<file path="config.mk">
export PLATFORM = sky130hd
export DESIGN_NAME = prog_seq_updown_counter
export DESIGN_NICKNAME = d
export VERILOG_FILES = /design/src/rtl/prog_seq_updown_counter.sv
export SDC_FILE = /design/constraint.sdc
export NUM_CORES = 1
export LEC_CHECK = 0
export ABC_CLOCK_PERIOD_IN_PS = 2900
export CAP_MARGIN = 10
export CORE_ASPECT_RATIO = 0.75
export CORE_MARGIN = 4
export CORE_UTILIZATION = 41
export CTS_CLUSTER_DIAMETER = 150
export CTS_CLUSTER_SIZE = 8
export DETAILED_ROUTE_END_ITERATION = 16
export GPL_ROUTABILITY_DRIVEN = 0
export PLACE_DENSITY = 0.74
export SKIP_CTS_REPAIR_TIMING = 1
export SKIP_LAST_GASP = 1
export SYNTH_ARGS = -nofsm -noshare
export SYNTH_HDL_FRONTEND = slang
export SYNTH_SLANG_ARGS = --single-unit
</file>
<file path="constraint.sdc">
create_clock -name clk -period 2.9 [get_ports clk]
set_input_delay 0.58 -clock clk [delete_from_list [all_inputs] [get_ports clk]]
set_output_delay 0.58 -clock clk [all_outputs]
set_load 0.05 [all_outputs]
</file>
<file path="src/rtl/prog_seq_updown_counter.sv">
`default_nettype none
// ============================================================================
// Module      : prog_seq_updown_counter
// Description : Up/down counter over a programmable table of sequence codes.
//               The active length is selectable. At the table ends it wraps or saturates.
// Revision    : 1.0 - initial release
// ============================================================================
module prog_seq_updown_counter #(
    parameter  int WIDTH = 4,
    parameter  int DEPTH = 7,
    localparam int IDX_W = $clog2(DEPTH),
    localparam int LEN_W = $clog2(DEPTH + 1)
) (
    input  logic             clk,
    input  logic             reset,
    input  logic             load,
    input  logic             count_en,
    input  logic             up,
    input  logic             sat_mode,
    input  logic [LEN_W-1:0] seq_len,
    input  logic [WIDTH-1:0] data_in,
    input  logic             tbl_we,
    input  logic [IDX_W-1:0] tbl_addr,
    input  logic [WIDTH-1:0] tbl_data,
    output logic [WIDTH-1:0] count,
    output logic [IDX_W-1:0] idx,
    output logic             at_end,
    output logic             tc,
    output logic             load_miss
);

    localparam logic [LEN_W-1:0] c_DEPTH_L = LEN_W'(DEPTH);

    logic [WIDTH-1:0] r_tbl [DEPTH];
    logic [IDX_W-1:0] r_idx;
    logic             r_tc;
    logic             r_miss;

    logic [LEN_W-1:0] w_len;
    logic [LEN_W-1:0] w_last;
    logic [LEN_W-1:0] w_idx_ext;
    logic             w_hit;
    logic [IDX_W-1:0] w_hit_idx;
    logic [WIDTH-1:0] w_count;

    // Zero or an out-of-range length selects the full table.
    assign w_len     = (seq_len == '0 || seq_len > c_DEPTH_L) ? c_DEPTH_L : seq_len;
    assign w_last    = w_len - LEN_W'(1);
    assign w_idx_ext = LEN_W'(r_idx);

    // Descending scan so the lowest matching index wins.
    always_comb begin
        w_hit     = 1'b0;
        w_hit_idx = '0;
        for (int i = DEPTH - 1; i >= 0; i--) begin
            if (LEN_W'(i) < w_len && r_tbl[i] == data_in) begin
                w_hit     = 1'b1;
                w_hit_idx = IDX_W'(i);
            end
        end
    end

    always_comb begin
        w_count = '0;
        for (int i = 0; i < DEPTH; i++) begin
            if (r_idx == IDX_W'(i)) w_count = r_tbl[i];
        end
    end

    always_ff @(posedge clk or negedge reset) begin
        if (!reset) begin
            for (int i = 0; i < DEPTH; i++) r_tbl[i] <= WIDTH'(i);
        end else begin
            for (int i = 0; i < DEPTH; i++) begin
                if (tbl_we && tbl_addr == IDX_W'(i)) r_tbl[i] <= tbl_data;
            end
        end
    end

    always_ff @(posedge clk or negedge reset) begin
        if (!reset) begin
            r_idx  <= '0;
            r_tc   <= 1'b0;
            r_miss <= 1'b0;
        end else begin
            r_tc   <= 1'b0;
            r_miss <= 1'b0;
            if (load) begin
                r_idx  <= w_hit ? w_hit_idx : '0;
                r_miss <= ~w_hit;
            end else if (count_en) begin
                if (w_idx_ext >= w_len) begin
                    r_idx <= '0;
                end else if (up) begin
                    if (w_idx_ext == w_last) begin
                        if (!sat_mode) begin
                            r_idx <= '0;
                            r_tc  <= 1'b1;
                        end
                    end else begin
                        r_idx <= r_idx + IDX_W'(1);
                    end
                end else begin
                    if (r_idx == '0) begin
                        if (!sat_mode) begin
                            r_idx <= IDX_W'(w_last);
                            r_tc  <= 1'b1;
                        end
                    end else begin
                        r_idx <= r_idx - IDX_W'(1);
                    end
                end
            end
        end
    end

    assign count     = w_count;
    assign idx       = r_idx;
    assign tc        = r_tc;
    assign load_miss = r_miss;
    assign at_end    = up ? (w_idx_ext == w_last) : (r_idx == '0);

endmodule
`default_nettype wire

</file>
==> results.md, run 1 <==
* Status: completed
* Primary flip-flop cell chosen by synthesis mapping: dfrtp_1
* DRT iter0 DRCs at 158
* CP arrival at 2.32 ns
* Area grow syn2layout at 30.6%
* Most frequent cells in the layout: buf_4 (34), mux2_2 (28), nand2_1 (25)
* CTS Buf Count at 5
* Combinational Power Share at 62.5%
* Post-route ant nets at 0
* Antenna Cells at 0
* Top Ports at 31
* Seq cells post-synth at 33
* Share of post-route cells with drive strength above 1 at 35.4%
* TritonCTS clock tree: built
* Max Clock Freq at 345 MHz
* DPL Wire Length at 4960 um
* Synth cell types at 49
* Slew Viols, Final at 0
* Starting Density at 42.4%
* Worst hold-check path type: reg2reg
* Gr ovfl total at 0
* # Max-Cap Violations at 0
* CP startpoint kind: input pin
* Maximum fanout along the worst path at 3
* Period utilization at 99.9%
* P_int at 1.57 mW
* Yosys top cell by area: dfrtp_1
* Die H at 75.2 um
* H-Tree Depth at 2
* Final instance area at 0.00323 mm2
* Worst R2R Setup Slack at 0.60 ns
* Power Density at 880 mW/mm2
* Seq pwr share at 24.8%
* Vias post-DR at 2128
* PortBufs at 30
* Synthesized area per cell at 9.69 um2
* Clock Tree Buf Depth at 2
* Psw at 1.27 mW
* Critical path endpoint category: primary output
* Ys async rst share at 100%
* Switching Fraction at 44.6%
* WP data required at 2.32 ns
* Non-filler cells, final at 392
* Setup tns final at 0 ns
* # fillers at 498
* DRT Wirelength at 6460 um
* Skew final at 0.0109 ns
* RSZ-0062 raised after global routing: true
* GRT Total Usage at 18.1%
* Clock sink total at 33
* CTS clock-pin slew for the worst setup and hold paths at 0.06 ns
* Residual DRC at 0
* Die Wd at 97.6 um
* Commonest non-fill, non-tap cell in the layout: buf_4
* First-pass GRT wire length at 10400 um
* Static Leakage at 1.34 nW
* Dpl cell area at 0.00307 mm2
* Synthesis Warnings at 0
* Initial antenna violation count at 0
* Final Hold Viols at 0
* Clock share of power at 12.7%
* Drt pass-1 iters at 5
* Core ar. at 0.00583 mm2
* Post-Place Cells at 383
* Synth Instances at 255
* Worst-Skew Late Latency at 0.29 ns
* Area share of the largest cell type after synthesis at 24.3%
* Nets@finish at 345
* Rel. slew slack at 57.9%
* Pre-CTS setup slack at -0.563 ns
* Syn nets at 286
* Vias per inst at 5.43
* Largest net degree at the start of global routing at 34
* CTS root buffer: clkbuf_8
* Vias in the first global route at 2093
* Worst-Margin Slew at 0.626 ns
* Die ar. at 0.00734 mm2
* DR WL/cell at 16.5 um
* Site Rows at 24
* Power, Total at 2.84 mW
* Sequential share of the synthesized area at 33.9%
* Cell Area, Synth at 0.00247 mm2
* Setup ws final at 0.00202 ns
* Final setup viols at 0
* Post-synth EDFFs at 0
* Peak supply drop at 0.569 mV
* Ranking of synthesized cells by area: dfrtp_1 (24%), mux2_2 (13%), dfstp_2 (9.6%)
* Fin crit period at 2.90 ns
* Critical path class: in2out
state kept, by name, indices dropped and copies added, names as in the netlist:
| signal | flops |
|---|---|
| r_tbl | 28 |
| idx | 3 |
| load_miss | 1 |
| tc | 1 |
layer usage:
layer	up-vias	track usage [%]	routed length, um
li1	1024	-	-
met1	1016	24.9	3050
met2	76	29.0	2910
met3	12	3.80	381
met4	0	5.38	112
met5	-	0	0
cells in the mapped netlist (all sizes together), types with 3 or more instances:
| master | n |
|---|---|
| clkbuf | 6 |
| nor2 | 17 |
| nor3 | 4 |
| buf | 4 |
| dfstp | 9 |
| a31oi | 3 |
| nand4b | 3 |
| nand4 | 4 |
| ha | 10 |
| xor2 | 7 |
| and2 | 3 |
| a211oi | 3 |
| or2 | 3 |
| o21ai | 17 |
| a22oi | 3 |
| nand3 | 3 |
| nor3b | 3 |
| mux2 | 28 |
| inv | 8 |
| dfrtp | 24 |
| nand2 | 26 |
| nor2b | 6 |
| a21oi | 13 |
| xnor2 | 23 |
kinds of logic after synthesis:
| group | count (synthesis) | synth area share, % |
|---|---|---|
| xor+xnor | 30 | 11.6 |
| fa+ha+maj | 10 | 5.07 |
| mux | 30 | 13.6 |
| simple gates | 81 | 17.4 |
| compound gates | 53 | 14.5 |
| buf+inv | 18 | 3.95 |
| flops | 33 | 33.9 |
final cells by class:
cell class	instances	area, um2	area share (%)
sequential	33	838	26.0
tap	78	97.6	3.02
clock buffer	7	86.3	2.68
multi-input combinational	204	1620	50.1
inverter	8	30.0	0.931
timing repair buffer	62	558	17.3
metrics by stage:
step / util (%) / hold WS [ns]
final: 55.4 / 0.561
after detailed placement: 52.6 / 0.550
after CTS: 54.1 / 0.565
after global placement: 52.6 / 0.536
after global routing: 55.4 / 0.589
after floorplan: - / 0.284
critical path, cell delays in order:
cell,delay (ns)
clkbuf_2,0.09
inv_1,0.05
ha_2,0.18
nor2b_1,0.14
or2_1,0.28
ha_4,0.27
nor2b_4,0.16
nand2_2,0.08
o21ai_2,0.18
and2_4,0.18
buf_12,0.13
power by group through the flow:
stage / Combinational [mW] / Sequential, mW / Clock, mW
3_5_place_dp: 1.66 / 0.704 / 0
2_1_floorplan: 0.978 / 0.777 / 0
6_report: 1.78 / 0.703 / 0.360
3_3_place_gp: 1.63 / 0.698 / 0
4_1_cts: 1.67 / 0.695 / 0.364
5_1_grt: 1.91 / 0.720 / 0.383
final timing paths:
check / startpoint / end / cells past startpoint
worst max-delay path: seq_len[1] / at_end / 11
worst min-delay path: r_tbl[23]$_DFFE_PN0P_ / r_tbl[23]$_DFFE_PN0P_ / 1
max in group asynchronous: reset / r_tbl[12]$_DFFE_PN1P_ / 2
min in group asynchronous: reset / idx[2]$_DFFE_PN0P_ / 2
worst max register to register: idx[0]$_DFFE_PN0P_ / idx[1]$_DFFE_PN0P_ / 12
worst min register to register: r_tbl[23]$_DFFE_PN0P_ / r_tbl[23]$_DFFE_PN0P_ / 1
Note: power is estimated with default switching activity, not from simulation.
==> run 2, diff against run 1 <==
--- a/config.mk
+++ b/config.mk
@@ -17,6 +17,7 @@
 export PLACE_DENSITY = 0.74
 export SKIP_CTS_REPAIR_TIMING = 1
 export SKIP_LAST_GASP = 1
+export SLEW_MARGIN = 20
 export SYNTH_ARGS = -nofsm -noshare
 export SYNTH_HDL_FRONTEND = slang
 export SYNTH_SLANG_ARGS = --single-unit
==> results of run 2 <==
Final layout, timing and power as in run 1 (identical DEF).
